## config.mk

```make
export PLATFORM = sky130hd
export DESIGN_NAME = pattern_prbs_tx_flat
export DESIGN_NICKNAME = d
export VERILOG_FILES = /design/src/rtl/prbs_pkg.sv /design/src/rtl/pattern_prbs_tx_if.sv /design/src/rtl/prbs_lfsr.sv /design/src/rtl/pattern_prbs_tx.sv /design/src/flat_wrapper.sv
export SDC_FILE = /design/constraint.sdc
export NUM_CORES = 1
export LEC_CHECK = 0
export ABC_AREA = 1
export BUFFER_PORTS_ARGS = -buffer_cell sky130_fd_sc_hd__clkbuf_2
export CAP_MARGIN = 30
export CELL_PAD_IN_SITES_DETAIL_PLACEMENT = 1
export CELL_PAD_IN_SITES_GLOBAL_PLACEMENT = 1
export CORE_MARGIN = 2
export CORE_UTILIZATION = 24
export DETAILED_ROUTE_END_ITERATION = 8
export PLACE_DENSITY_LB_ADDON = 0.1
export SYNTH_ARGS = -nofsm -noshare
export SYNTH_HDL_FRONTEND = slang
export SYNTH_SLANG_ARGS = --single-unit
```

## constraint.sdc

```tcl
create_clock -name CLK -period 2.2 [get_ports CLK]
set_input_delay 0 -clock CLK [delete_from_list [all_inputs] [get_ports CLK]]
set_output_delay 0 -clock CLK [all_outputs]
set_load 0.05 [all_outputs]
```

## src/rtl/prbs_pkg.sv

```systemverilog
// Shared types and constants for the PRBS-15 link: state encoding, default
// sync word and seed, LFSR geometry and the 8-step byte generator.
package prbs_pkg;

   localparam int unsigned LFSR_W = 15;
   localparam int unsigned BYTE_W = 8;
   localparam int unsigned CNT_W  = 8;
   localparam int unsigned TAP_A  = 14;
   localparam int unsigned TAP_B  = 13;

   localparam logic [31:0]       DEF_PATTERN = 32'hAABBCCDD;
   localparam logic [LFSR_W-1:0] DEF_SEED    = 15'h7FFF;

   typedef enum logic [1:0] {
      ST_IDLE = 2'd0,
      ST_HDR  = 2'd1,
      ST_PAY  = 2'd2
   } state_e;

   typedef struct packed {
      logic [BYTE_W-1:0] data;
      logic [LFSR_W-1:0] state;
   } prbs_step_t;

   // Eight LFSR steps; the first generated bit lands in data[7].
   function automatic prbs_step_t prbs_step8(input logic [LFSR_W-1:0] s);
      prbs_step_t r;
      logic       nb;
      r.state = s;
      r.data  = '0;
      for (int unsigned i = 0; i < BYTE_W; i++) begin
         nb      = r.state[TAP_A] ^ r.state[TAP_B];
         r.state = {r.state[LFSR_W-2:0], nb};
         r.data  = {r.data[BYTE_W-2:0], nb};
      end
      return r;
   endfunction

endpackage

```

## src/rtl/pattern_prbs_tx_if.sv

```systemverilog
// Valid/ready byte stream between the pattern transmitter and the serializer.
interface pattern_prbs_tx_if;
   import prbs_pkg::*;

   logic              out_valid;
   logic              out_ready;
   logic [BYTE_W-1:0] out_byte;

   modport master (output out_valid, output out_byte, input out_ready);
   modport slave  (input out_valid, input out_byte, output out_ready);

endinterface

```

## src/rtl/prbs_lfsr.sv

```systemverilog
// PRBS-15 generator: 15-bit state with load/advance and a combinational
// next-byte output; reused by the receive-side checker.
module prbs_lfsr
   import prbs_pkg::*;
#(
   parameter logic [LFSR_W-1:0] SEED = DEF_SEED
) (
   input  logic              clk,
   input  logic              rst_n,
   input  logic              load,
   input  logic              adv,
   output logic [BYTE_W-1:0] byte_c
);

   logic [LFSR_W-1:0] lfsr_q;
   logic [LFSR_W-1:0] lfsr_d;
   logic [LFSR_W-1:0] src_c;
   prbs_step_t        step_c;

   // load+adv in the same cycle produces the first byte straight from SEED.
   always_comb begin
      src_c  = load ? SEED : lfsr_q;
      step_c = prbs_step8(src_c);
      byte_c = step_c.data;
      lfsr_d = lfsr_q;
      if (adv) begin
         lfsr_d = step_c.state;
      end else if (load) begin
         lfsr_d = SEED;
      end
   end

   always_ff @(posedge clk or negedge rst_n) begin
      if (!rst_n) begin
         lfsr_q <= SEED;
      end else begin
         lfsr_q <= lfsr_d;
      end
   end

endmodule

```

## src/rtl/pattern_prbs_tx.sv

```systemverilog
// Sync-pattern + PRBS-15 payload byte transmitter.
// Optional payload bit-0 error injection under `PRBS_TX_ERR_INJ_EN.
module pattern_prbs_tx
   import prbs_pkg::*;
#(
   parameter logic [31:0]       PATTERN = DEF_PATTERN,
   parameter int unsigned       PAY_LEN = 16,
   parameter logic [LFSR_W-1:0] SEED    = DEF_SEED
) (
   input  logic              CLK,
   input  logic              RSTn,
   input  logic              start,
   input  logic [CNT_W-1:0]  n,
`ifdef PRBS_TX_ERR_INJ_EN
   input  logic              err_inj,
`endif
   pattern_prbs_tx_if.master out_if,
   output logic              busy,
   output logic              done
);

   localparam logic [1:0]       S_IDLE   = ST_IDLE;
   localparam logic [1:0]       S_HDR    = ST_HDR;
   localparam logic [1:0]       S_PAY    = ST_PAY;
   localparam bit               HAS_PAY  = (PAY_LEN != 0);
   localparam logic [CNT_W-1:0] PAY_LAST = CNT_W'(PAY_LEN - 1);

   logic [1:0]        state_q,     state_d;
   logic [CNT_W-1:0]  n_q,         n_d;
   logic [1:0]        idx_q,       idx_d;
   logic [CNT_W-1:0]  rep_q,       rep_d;
   logic [CNT_W-1:0]  pay_cnt_q,   pay_cnt_d;
   logic              out_valid_q, out_valid_d;
   logic [BYTE_W-1:0] out_byte_q,  out_byte_d;
   logic              busy_q,      busy_d;
   logic              done_q,      done_d;
`ifdef PRBS_TX_ERR_INJ_EN
   logic              inj_arm_q,   inj_arm_d;
`endif

   logic              xfer_c;
   logic              lfsr_load_c;
   logic              lfsr_adv_c;
   logic              pay_stage_c;
   logic [BYTE_W-1:0] lfsr_byte_c;

   function automatic logic [BYTE_W-1:0] pat_byte(input logic [1:0] idx);
      logic [BYTE_W-1:0] b;
      case (idx)
         2'd0:    b = PATTERN[31:24];
         2'd1:    b = PATTERN[23:16];
         2'd2:    b = PATTERN[15:8];
         default: b = PATTERN[7:0];
      endcase
      return b;
   endfunction

   prbs_lfsr #(.SEED(SEED)) u_lfsr (
      .clk    (CLK),
      .rst_n  (RSTn),
      .load   (lfsr_load_c),
      .adv    (lfsr_adv_c),
      .byte_c (lfsr_byte_c)
   );

   // Next-state and output staging; a new byte is staged only on a transfer.
   always_comb begin
      state_d     = state_q;
      n_d         = n_q;
      idx_d       = idx_q;
      rep_d       = rep_q;
      pay_cnt_d   = pay_cnt_q;
      out_valid_d = out_valid_q;
      out_byte_d  = out_byte_q;
      done_d      = 1'b0;
      lfsr_load_c = 1'b0;
      lfsr_adv_c  = 1'b0;
      pay_stage_c = 1'b0;
      xfer_c      = out_valid_q & out_if.out_ready;

      case (state_q)
         S_IDLE: begin
            if (start) begin
               n_d         = n;
               lfsr_load_c = 1'b1;
               idx_d       = '0;
               rep_d       = '0;
               pay_cnt_d   = '0;
               if (n != '0) begin
                  state_d     = S_HDR;
                  out_valid_d = 1'b1;
                  out_byte_d  = pat_byte(2'd0);
               end else if (HAS_PAY) begin
                  state_d     = S_PAY;
                  out_valid_d = 1'b1;
                  lfsr_adv_c  = 1'b1;
                  pay_stage_c = 1'b1;
                  out_byte_d  = lfsr_byte_c;
               end else begin
                  done_d = 1'b1;
               end
            end
         end

         S_HDR: begin
            if (xfer_c) begin
               if (idx_q == 2'd3) begin
                  idx_d = '0;
                  rep_d = rep_q + CNT_W'(1);
                  if (rep_q == n_q - CNT_W'(1)) begin
                     if (HAS_PAY) begin
                        state_d     = S_PAY;
                        lfsr_adv_c  = 1'b1;
                        pay_stage_c = 1'b1;
                        out_byte_d  = lfsr_byte_c;
                     end else begin
                        state_d     = S_IDLE;
                        out_valid_d = 1'b0;
                        done_d      = 1'b1;
                     end
                  end else begin
                     out_byte_d = pat_byte(2'd0);
                  end
               end else begin
                  idx_d      = 2'(idx_q + 2'd1);
                  out_byte_d = pat_byte(2'(idx_q + 2'd1));
               end
            end
         end

         S_PAY: begin
            if (xfer_c) begin
               pay_cnt_d = pay_cnt_q + CNT_W'(1);
               if (pay_cnt_q == PAY_LAST) begin
                  state_d     = S_IDLE;
                  out_valid_d = 1'b0;
                  done_d      = 1'b1;
               end else begin
                  lfsr_adv_c  = 1'b1;
                  pay_stage_c = 1'b1;
                  out_byte_d  = lfsr_byte_c;
               end
            end
         end

         default: begin
            state_d     = S_IDLE;
            out_valid_d = 1'b0;
         end
      endcase

`ifdef PRBS_TX_ERR_INJ_EN
      // The armed flag is consumed when the next payload byte is staged,
      // which is exactly the next payload byte to be transferred.
      inj_arm_d = (inj_arm_q | err_inj) & ~pay_stage_c;
      if (pay_stage_c && (inj_arm_q || err_inj)) begin
         out_byte_d[0] = ~out_byte_d[0];
      end
`endif

      busy_d = (state_d != S_IDLE);
   end

   always_ff @(posedge CLK or negedge RSTn) begin
      if (!RSTn) begin
         state_q     <= S_IDLE;
         n_q         <= '0;
         idx_q       <= '0;
         rep_q       <= '0;
         pay_cnt_q   <= '0;
         out_valid_q <= 1'b0;
         out_byte_q  <= '0;
         busy_q      <= 1'b0;
         done_q      <= 1'b0;
`ifdef PRBS_TX_ERR_INJ_EN
         inj_arm_q   <= 1'b0;
`endif
      end else begin
         state_q     <= state_d;
         n_q         <= n_d;
         idx_q       <= idx_d;
         rep_q       <= rep_d;
         pay_cnt_q   <= pay_cnt_d;
         out_valid_q <= out_valid_d;
         out_byte_q  <= out_byte_d;
         busy_q      <= busy_d;
         done_q      <= done_d;
`ifdef PRBS_TX_ERR_INJ_EN
         inj_arm_q   <= inj_arm_d;
`endif
      end
   end

   assign out_if.out_valid = out_valid_q;
   assign out_if.out_byte  = out_byte_q;
   assign busy             = busy_q;
   assign done             = done_q;

endmodule

```

## src/flat_wrapper.sv

```systemverilog
// flat-port wrapper written by rule: the top's interface ports become plain ports
module pattern_prbs_tx_flat import prbs_pkg::*;
#(
   parameter logic [31:0]       PATTERN = DEF_PATTERN,
   parameter int unsigned       PAY_LEN = 16,
   parameter logic [LFSR_W-1:0] SEED    = DEF_SEED
)
  (CLK, RSTn, start, n, busy, done, out_if_out_valid, out_if_out_byte, out_if_out_ready);
  pattern_prbs_tx_if out_if_i ();
  input  logic CLK;
  input  logic RSTn;
  input  logic start;
  input  logic [CNT_W-1:0] n;
  output logic busy;
  output logic done;
  output wire logic [$bits(out_if_i.out_valid)-1:0] out_if_out_valid;
  output wire logic [$bits(out_if_i.out_byte)-1:0] out_if_out_byte;
  input wire logic [$bits(out_if_i.out_ready)-1:0] out_if_out_ready;
  assign out_if_out_valid = out_if_i.out_valid;
  assign out_if_out_byte = out_if_i.out_byte;
  assign out_if_i.out_ready = out_if_out_ready;
  pattern_prbs_tx #(.PATTERN(PATTERN), .PAY_LEN(PAY_LEN), .SEED(SEED)) u_core (.CLK(CLK), .RSTn(RSTn), .start(start), .n(n), .out_if(out_if_i), .busy(busy), .done(done));
endmodule
```

==> impl_metrics.ini <==
[outcome]
status = finished, final reports clean

[timing]
period_needed_ns = 2.10
period_share = 0.955
rsz0062_at_grt = yes
setup-tns-final_ns = 0
tightest_slew_ns = 0.562
slew_violations = 0
finalHoldViolCount = 0
setup_viol = 0
relSlewSlack = 0.625
fin_skew_ns = 0.00835
clock.fmax_ghz = 0.476

[cts]
htree_levels = 2
cts_made_buffers = 5
clockBufferDepth = 2
path_clk_slew_ns = 0.08
clock_sinks = 54
cts_root_buf = clkbuf_16
clock_latency_ns = 0.30
cts_tree = built

[logic_synthesis]
synthFlopType = dfrtp_1
yosysSeqAreaShare = 0.419
synth_top_family_by_area = simple AND/OR/NAND/NOR gates
netlist_instances = 434
syn-num-nets = 456
synth_adder_area_share = 0.0383
muxShareOfSynthArea = 0
synth_xor_area_frac = 0.0268
async_flop_share = 1.00
ys_ff_latch = 54
synth-simple-area-share = 0.338
synth_area_per_cell_um2 = 7.53
synth_edf_count = 0
synth.distinct_cells = 36
synth_area_um2 = 3270
synth_compound_area_frac = 0.0942
ys_warn_count = 0

[setup_path]
crit_type = flip-flop to flip-flop
cp_data_required_time_ns = 2.45
cp_max_fo = 5
rr_startpoint = u_core.n_q[1]$_DFFE_PN0P_
endpoint_kind = flip-flop
cp-start-kind = flip-flop
cp-startpoint = u_core.n_q[1]$_DFFE_PN0P_
arrival_ns = 2.35

[final_layout]
final_cell_mix = nand2_1, inv_1, dfrtp_1
syn_to_final_growth_pct = 28.1
antennaDiodeCount = 0
fin_nets = 516
final_cells = 671
layout_commonest_cell = nand2_1
drive_above_1_share = 0.273

[drt]
drc = 0
routed_wl_um = 9510
met3_length_um = 153
vias_per_cell = 4.47
vias = 2997
ant_nets = 0
highest_layer = met4
drt_iter0_markers = 91
wl_met2_um = 4510
wl_met1_um = 4750
drt-pass1-iter-count = 4
routedWlPerCell_um = 14.2

[die]
die_h_um = 121
rows = 42
ioPinCount = 23
initial_core_util = 0.247
die_w_um = 121
core_um2 = 13200
die_area_um2 = 14600

[min_path]
hold_start = out_if_out_ready
hold_path_class = primary input to flip-flop

[grt]
grt_start_max_net_pins = 36
grt_usage = 0.140
antenna_found_initial = 0
grt_pass1_vias = 3174
grt_overflow = 0
grt_pass1_wl_um = 16100

[power_and_ir_drop]
peakVddDrop_v = 0.000477
power.leakage_uw = 0.00192
p_per_area_nw_per_um2 = 1130
p_total_uw = 4720

[placement]
hpwl_um = 7130
dp_cells = 646
globalplace.congestion = 0.775
portBuffers = 22

[flow_run]
drv_cap = 0
metrics by stage:
| stage | setup WS [ns] | cell area [um2] | utilization | hold slack [ns] |
|---|---|---|---|---|
| 6_report | 0.0979 | 4190 | 0.316 | 0.153 |
| 4_1_cts | 0.00988 | 4040 | 0.305 | 0.156 |
| 3_3_place_gp | -0.111 | 3740 | 0.283 | 0.0173 |
| 2_1_floorplan | 0.244 | 3270 | - | -0.296 |
| 3_5_place_dp | -0.0581 | 3740 | 0.283 | 0.0353 |
| 5_1_grt | -0.0625 | 4190 | 0.316 | 0.176 |
power by group:
group / internal (uW) / total (uW) / switching [uW]
clock network: 494 / 891 / 396
logic: 840 / 2430 / 1590
registers: 1220 / 1390 / 169
state kept, by name, summed over array words and instances (netlist names):
signal / cells
u_core.state_q: 2
u_core.rep_q: 8
u_core.u_lfsr.lfsr_q: 15
u_core.busy: 1
u_core.idx_q: 2
u_core.done: 1
u_core.pay_cnt_q: 8
u_core.out_if.out_valid: 1
u_core.n_q: 8
u_core.out_if.out_byte: 8
final cells by class:
cell class	instances	area (um2)
well taps	176	220
clock inverters	2	12.5
inverters	59	221
flip-flops and latches	54	1370
fillers	1643	9060
repair buffers	60	460
clock buffers	6	150
multi-input cells	314	1750
critical path, cell delays in order (launching register included):
cell and delay [ns]:
dfrtp_1 0.40, inv_2 0.09, ha_4 0.21, xnor2_2 0.12, nor2_1 0.12, nand2_1 0.08, nor2_2 0.11, nand2_2 0.08
nor2_4 0.12, nand3_2 0.11, nand2_4 0.09, nand2_4 0.08, nand2_8 0.13, clkbuf_16 0.16, nand3_1 0.06, nand2_1 0.08
synthesized netlist by cell type, drive strengths merged, types with 2 or more instances:
cell      n  area share
xnor2     3      0.0080
xor2      7       0.019
nand2   119        0.15
clkinv    3      0.0034
o211ai    4      0.0092
clkbuf    4      0.0046
dfrtp    39        0.30
o22ai     2      0.0038
buf       5       0.011
a21oi    21       0.033
nand4     6       0.011
nor3      9       0.014
or2      17       0.033
nor3b     5       0.011
inv      56       0.064
ha       10       0.038
nor2     40       0.052
nand3    38       0.061
o21ai    26       0.040
nor4      2      0.0084
dfstp    15        0.12
cells by family (layout without fill, tap and decap cells):
family                     after synthesis  count (layout)
adders and majority gates               10              10
buffers and inverters                   68             127
DFF                                     54              54
AOI/OAI and AO/OA                       56              56
xor gates and xnor gates                10              10
and+or+nand+nor                        236             238
worst paths after layout:
kind	slack [ns]	end	depth (start not counted)
setup / recovery	0.1	u_core.u_lfsr.lfsr_q[2]$_DFF_PN1_	15
hold / removal	0.15	u_core.done$_DFF_PN0_	4
setup reg to reg	0.1	u_core.u_lfsr.lfsr_q[2]$_DFF_PN1_	15
hold reg to reg	0.48	u_core.out_if.out_byte[5]$_DFFE_PN0P_	2
max in group asynchronous	1.32	u_core.u_lfsr.lfsr_q[6]$_DFF_PN1_	3
min in group asynchronous	0.22	u_core.pay_cnt_q[3]$_DFFE_PN0P_	2
metal layers:
layer | global-route usage | vias up
met5 | 0 | -
met4 | 0.0327 | 0
met3 | 0.0203 | 5
met2 | 0.229 | 25
met1 | 0.194 | 1454
li1 | - | 1513
what timing repair did:
item	4_1_cts	5_1_grt
resized for setup	1	21
hold endpoints to repair	27	0
setup buffers	5	0
cloned	0	3
pin swaps	3	19
hold buffers	9	0
setup endpoints to repair	15	30
Power figures use the tool's default switching activity.
